File: src/rtl/multi_clock_divider.sv
// NUM_CH independent programmable clock dividers sharing one board clock.
// Each channel emits a 50%-duty divided clock plus a tick on every rising edge.
module multi_clock_divider #(
  parameter int NUM_CH       = 4,
  parameter int WIDTH        = 26,
  parameter int DEFAULT_HALF = 25_000_000,
  localparam int CH_W        = (NUM_CH > 1) ? $clog2(NUM_CH) : 1
) (
  input  logic              clk,
  input  logic              reset,
  input  logic [NUM_CH-1:0] ch_en,
  input  logic              sync,
  input  logic              cfg_we,
  input  logic [CH_W-1:0]   cfg_ch,
  input  logic [WIDTH-1:0]  cfg_half,
  output logic [NUM_CH-1:0] cfg_busy,
  output logic [NUM_CH-1:0] clk_out,
  output logic [NUM_CH-1:0] tick
);

  for (genvar i = 0; i < NUM_CH; i++) begin : g_ch
    logic [WIDTH-1:0] cnt_q, cnt_d;
    logic [WIDTH-1:0] active_q, active_d;
    logic [WIDTH-1:0] pending_q, pending_d;
    logic             busy_q, busy_d;
    logic             clk_q, clk_d;
    logic             tick_q, tick_d;
    logic             sel;
    logic             running;
    logic             wrap;

    // An index beyond NUM_CH-1 never matches any channel, so such writes are dropped.
    assign sel     = cfg_we && (cfg_ch == CH_W'(i));
    assign running = ch_en[i] && (active_q != '0);
    assign wrap    = running && (cnt_q == active_q - WIDTH'(1));

    always_comb begin
      cnt_d     = cnt_q;
      active_d  = active_q;
      pending_d = sel ? cfg_half : pending_q;
      busy_d    = busy_q;
      clk_d     = clk_q;
      tick_d    = 1'b0;
      if (!running) begin
        // Idle channels take new values at once; nothing is left to finish.
        cnt_d    = '0;
        clk_d    = 1'b0;
        busy_d   = 1'b0;
        active_d = sel ? cfg_half : pending_q;
      end else if (sync) begin
        cnt_d    = '0;
        clk_d    = 1'b0;
        busy_d   = 1'b0;
        active_d = sel ? cfg_half : pending_q;
      end else if (wrap) begin
        // A half-period of zero being installed parks the output low rather than
        // emitting a one-cycle rise before the channel stops.
        cnt_d    = '0;
        clk_d    = (pending_q != '0) && !clk_q;
        tick_d   = (pending_q != '0) && !clk_q;
        active_d = pending_q;
        busy_d   = sel;
      end else begin
        cnt_d  = cnt_q + WIDTH'(1);
        busy_d = busy_q || sel;
      end
    end

    always_ff @(posedge clk or posedge reset) begin
      if (reset) begin
        cnt_q     <= '0;
        active_q  <= WIDTH'(DEFAULT_HALF);
        pending_q <= WIDTH'(DEFAULT_HALF);
        busy_q    <= 1'b0;
        clk_q     <= 1'b0;
        tick_q    <= 1'b0;
      end else begin
        cnt_q     <= cnt_d;
        active_q  <= active_d;
        pending_q <= pending_d;
        busy_q    <= busy_d;
        clk_q     <= clk_d;
        tick_q    <= tick_d;
      end
    end

    assign clk_out[i]  = clk_q;
    assign tick[i]     = tick_q;
    assign cfg_busy[i] = busy_q;
  end

endmodule

File: config.mk
export PLATFORM = sky130hd
export DESIGN_NAME = multi_clock_divider
export DESIGN_NICKNAME = d
export VERILOG_FILES = /design/src/rtl/multi_clock_divider.sv
export SDC_FILE = /design/constraint.sdc
export NUM_CORES = 1
export LEC_CHECK = 0
export CAP_MARGIN = 20
export CORE_MARGIN = 4
export CORE_UTILIZATION = 40
export CTS_CLUSTER_DIAMETER = 100
export CTS_CLUSTER_SIZE = 8
export DETAILED_ROUTE_END_ITERATION = 8
export SLEW_MARGIN = 30
export SYNTH_ARGS = -nofsm -noshare
export SYNTH_HDL_FRONTEND = slang
export SYNTH_SLANG_ARGS = --single-unit
File: constraint.sdc
create_clock -name clk -period 10.2 [get_ports clk]
set_input_delay 1.02 -clock clk [delete_from_list [all_inputs] [get_ports clk]]
set_output_delay 1.02 -clock clk [all_outputs]
set_load 0.02 [all_outputs]
==> Yosys cells after proc, flatten, opt, wreduce, memory -nomap -nowiden <==
Cells that the tools add are included.
{ "totals": {"word_cells": 140, "input_bits": 36, "register_bits": 324, "out_inout_bits": 12} }
{ "op_classes": {"addsub": 8, "n_mux": 64, "eq_ne": 11, "reduce_logical": 33} }
{ "ops": {"columns": ["cell", "n"], "rows": [
  ["$mux W26", 28],
  ["$reduce_bool A26 Y1", 8],
  ["$add A26 B1 Y26 const B", 4],
  ["$eq A26 B26 Y1", 4],
  ["$sub A26 B1 Y26 const B", 4],
  ["$mux W1", 36],
  ["$logic_and A1 B1 Y1", 16],
  ["$ne A3 B2 Y1 const B", 4],
  ["$eq A2 B2 Y1 const B", 2],
  ["$logic_not A1 Y1", 4],
  ["$logic_or A1 B1 Y1", 4],
  ["$eq A2 B1 Y1 const B", 1],
  ["$logic_not A2 Y1", 1]
]} }

==> Longest topological paths before layout <==
{ "logic_depth": {"word_depth": 6, "depth_mapped": 14, "depth_no_buf": 10} }

==> Worst setup path before layout <==
No wires, ideal clock.
{ "synth_timing": {"path_type": "register -> register", "start": "reg g_ch[1].active_q[0]", "end": "reg g_ch[1].cnt_q[17]", "required_ps": 10081, "setup_ps": 119, "path_stages_with_launch": 14, "path_buffers": 3, "arrival_ps": 3192, "setup_slack_ps": 6889, "synth_period_minus_slack_ps": 3311, "cell_sequence": "dfrtp_1 -> inv_1 -> ha_1 -> or4b_2 -> buf_2 -> nor4_4 -> a21oi_1 -> nand4b_1 -> nand4b_1 -> a2111oi_4 -> a21o_1 -> buf_2 -> buf_4 -> nor2_1"} }
{ "synth_via": {"elab_chain_len": 6} }
{ "synth_rtl": {"columns": ["item", "line_no", "source"], "rows": [
  ["start: declaration", "23", "logic [WIDTH-1:0] active_q, active_d;"],
  ["start signal: assignment", "72", "active_q <= WIDTH'(DEFAULT_HALF);"],
  ["start signal: assignment", "79", "active_q <= active_d;"],
  ["$sub A26 B1 Y26 or $reduce_bool A26 Y1 (tied branches)", "35, 34", null],
  ["$eq A26 B26 Y1 or $logic_and A1 B1 Y1 (tied branches)", "35, 34", null],
  ["$logic_and A1 B1 Y1", "35", "assign wrap = running && (cnt_q == active_q - WIDTH'(1));"],
  ["$mux W26", "55", "end else if (wrap) begin"],
  ["$mux W26", "50", "end else if (sync) begin"],
  ["$mux W26 *", "44", "if (!running) begin"],
  ["net g_ch[1].cnt_d[17]", "22", "logic [WIDTH-1:0] cnt_q, cnt_d;"],
  ["end signal: assignment", "78", "cnt_q <= cnt_d;"],
  ["end: declaration", "22", null]
]} }
Mark *: on every way through the listed nets, which the timed path passes. The rest lies on a longest branch.
A chain may end at the register's enable or synchronous reset.

==> Worst setup path after layout <==
{ "layout_timing": {"start": "reg g_ch[2].active_q[12]", "end": "reg g_ch[2].active_q[18]"} }
{ "layout_via": {"elab_chain_len": 4} }
{ "layout_rtl": {"columns": ["item", "line_no"], "rows": [
  ["start: declaration", "23"],
  ["start signal: assignment", "72"],
  ["start signal: assignment", "79"],
  ["$sub A26 B1 Y26 or $reduce_bool A26 Y1 (tied branches)", "35, 34"],
  ["$eq A26 B26 Y1 or $logic_and A1 B1 Y1 (tied branches)", "35, 34"],
  ["$logic_and A1 B1 Y1", "35"],
  ["$ne A3 B2 Y1 (no source line)", null]
]} }
Parallel ways exist; a longest one is shown, timed or not.

==> impl_metrics.toml <==
[drt]
wl_per_cell_um = 19.3
drtPass1Iterations = 6
vias_per_cell = 5.82
vias = 15700
drt_wl_total_um = 52200
drcViolationCount = 0
drtIter0Drc = 1288
ant_nets = 0

[synth]
synth_nets = 2136
avgSynthCellArea_um2 = 9.19
synth_ff_type = "dfrtp_1"
ys_async_sr_fraction_pct = 100
ys_ff_latch = 324
synth_edf_count = 0
ys_seq_area_share_pct = 42.9
ys_warn_count = 0
synth_area_mm2 = 0.0192
synthAdderAreaFrac_pct = 0.783
muxShareOfSynthArea_pct = 4.91
synthDistinctLibCells = 80
synthCells = 2088
synth_compound_area_share_pct = 11.4
synth-xor-area-share_pct = 9.45
synth_top_family_by_area = "simple AND/OR/NAND/NOR gates"
synth_simple_gate_area_share_pct = 26.5

[cells_and_area]
stdcell_count = 2700
layout_common_cells = "nor2_1 (229), dfrtp_1 (228), nand2_1 (156), nor3_1 (123), xor2_1 (106)"
num-nets-final = 2103
synthToLayoutAreaGrowth_pct = 11.5
drive_above_1_share_pct = 13.9
diodes = 0
final_common_cell = "nor2_1"

[floorplanning]
core.rowCount = 79
die_w_um = 227
die_y_um = 227
die-area_mm2 = 0.0515
design.core.area_mm2 = 0.0470
start_util_pct = 40.9
num_io_pins = 48

[clocking]
cts_buffers = 46
clock_latency_ns = 0.58
cts_max_level = 2
cts_hold_buf = 0
cts_tree = "built"
root_buffer = "clkbuf_16"
cts.sinks = 324
clk_path_buf_depth = 3
clkTransAtPathRegs_ns = 0.05
post_cts_buffers = 0
cts_resized = 0

[setup_path]
cp_data_arrival_time_ns = 4.69
worstSetupStartpointType = "flop"
critPathKind = "reg2reg"
crit_start = "g_ch[2].active_q[12]"
endpoint_kind = "flop"
timing.rr.start = "g_ch[2].active_q[12]"
required_ns = 10.70
critPathMaxFanout = 30

[power_and_ir_drop]
comb_power_share_pct = 17.3
p_switching_uw = 1170
switching_share_pct = 30.2
leakagePower_uw = 0.00827
ir_worst_vdd_v = 0.0000974
seqPwrFrac_pct = 44.2
power.density_mw_per_mm2 = 181
total_power_uw = 3870
p_int_uw = 2700
clock_power_share_pct = 38.5

[timing]
setup_viol = 0
whs_ns = 0.486
finalMaxSlewViolations = 0
max-slew-margin-rel_pct = 41.4
finalHoldViolCount = 0
tightestPinTransition_ns = 0.872
rsz0062_at_grt = "false"
timing.clock.skew_ns = 0.0229
fmax_ghz = 0.238
fin_crit_ns = 4.19
fin_crit_sh_pct = 41.1
tns_ns = 0

[run_status]
outcome = "complete, no violations"

[place]
gp_congestion = 0.910
port_buffers = 47
dp_cells = 2613
place_hpwl_um = 34900

[min_path]
min_from = "g_ch[1].pending_q[13]"
holdCritPathClass = "reg2reg"

[grt]
grt_pass1_wl_um = 84900
antenna_found_initial = 7
overflow = 0
grt_max_degree = 145
track_usage_pct = 20.3
grt_pass1_vias = 15300

[flow_run]
maxCapViolations = 0
==> power groups by stage <==
stage / combinational [uW] / clock [uW] / sequential [uW]
after floorplan: 548 / 0 / 1630
after CTS: 667 / 1530 / 1710
after global placement: 647 / 0 / 1720
final: 669 / 1490 / 1710
after global routing: 748 / 1580 / 1740
after detailed placement: 664 / 0 / 1730
==> worst max-delay path: stages (launching register included) <==
cell,delay [ns]
dfstp_2,0.40
or4_1,0.60
or3_1,0.50
o31a_1,0.35
or4_1,0.47
o31ai_1,0.12
o2111ai_2,0.20
or2b_1,0.74
buf_4,0.48
o221a_2,0.25
==> per-layer routing <==
metal	vias to the layer above	share of wire, %	track usage [%]
li1	7502	-	-
met1	7707	47	29.2
met2	409	45	31.5
met3	94	5.4	3.20
met4	0	3.0	6.95
met5	-	0	0
==> per-stage QoR <==
| step | setup WS (ns) | cell area [um^2] | utilization [%] |
|---|---|---|---|
| 2_1_floorplan | 0.369 | 19200 | - |
| 3_3_place_gp | 5.93 | 20000 | 42.5 |
| 3_5_place_dp | 5.79 | 20000 | 42.5 |
| 4_1_cts | 5.77 | 21400 | 45.5 |
| 5_1_grt | 5.68 | 21400 | 45.5 |
| 6_report | 6.01 | 21400 | 45.5 |
==> sequential cells by signal, indices dropped and copies added, names as in the netlist <==
signal / flops
g_ch.active_q: 104
g_ch.cnt_q: 104
g_ch.pending_q: 104
g_ch.busy_q: 4
g_ch.clk_q: 4
g_ch.tick_q: 4
==> worst paths after layout <==
path,endpoint,depth (start not counted),slack [ns]
worst max-delay path,g_ch[2].active_q[18],9,6.01
min in group asynchronous,g_ch[2].cnt_q[6],2,1.04
worst max register to register,g_ch[2].active_q[18],9,6.01
worst min register to register,g_ch[1].pending_q[13],2,0.49
worst min-delay path,g_ch[1].pending_q[13],2,0.49
max in group asynchronous,g_ch[1].cnt_q[0],3,7.76
==> cell usage after synthesis, types with 5 or more instances <==
cell type | count | area share (%)
nor2_1 | 229 | 4.5
dfrtp_1 | 228 | 30
nand2_1 | 157 | 3.1
nor3_1 | 123 | 3.2
clkbuf_1 | 110 | 2.2
xor2_1 | 106 | 4.8
xnor2_1 | 101 | 4.6
dfstp_2 | 96 | 13
nand3_1 | 96 | 2.5
mux2_2 | 81 | 4.8
and3_1 | 68 | 2.2
a31oi_1 | 64 | 2.1
nand4_1 | 64 | 2.1
o31ai_1 | 59 | 2.3
o21ai_0 | 54 | 1.4
or3_1 | 50 | 1.6
nor4_1 | 38 | 1.2
nand2b_1 | 35 | 1.1
inv_1 | 29 | 0.57
a21oi_1 | 26 | 0.68
o221a_1 | 18 | 1.1
and4_1 | 17 | 0.78
or4_1 | 16 | 0.63
buf_4 | 15 | 0.59
and2_1 | 14 | 0.46
buf_2 | 14 | 0.37
nor2b_1 | 14 | 0.46
ha_1 | 12 | 0.78
nand4b_1 | 10 | 0.46
nor3b_1 | 9 | 0.35
o211ai_1 | 9 | 0.35
o221a_2 | 8 | 0.47
or2_2 | 8 | 0.26
a211oi_1 | 7 | 0.27
and3b_1 | 7 | 0.32
buf_1 | 7 | 0.14
nor4b_1 | 7 | 0.32
nand3b_1 | 5 | 0.20
o22ai_1 | 5 | 0.16
o31a_1 | 5 | 0.23
==> cell type report <==
type	instances	area, um^2
sequential	324	8230
multi-input combinational	1584	10200
timing repair buffer	70	651
clock buffer	85	1360
tap	607	759
inverter	29	121
fill	4493	25600
clock inverter	1	30.0
==> kinds of logic (layout without fill, tap and decap cells) <==
family / count (synthesis) / in the layout
XOR/XNOR: 207 / 207
flip-flops: 324 / 324
AO/OA/AOI/OAI: 302 / 302
multiplexers: 84 / 84
adder cells (fa/ha/maj): 12 / 12
AND/OR/NAND/NOR: 979 / 979
buffers and inverters: 180 / 185
(Power assumes the default switching activity.)
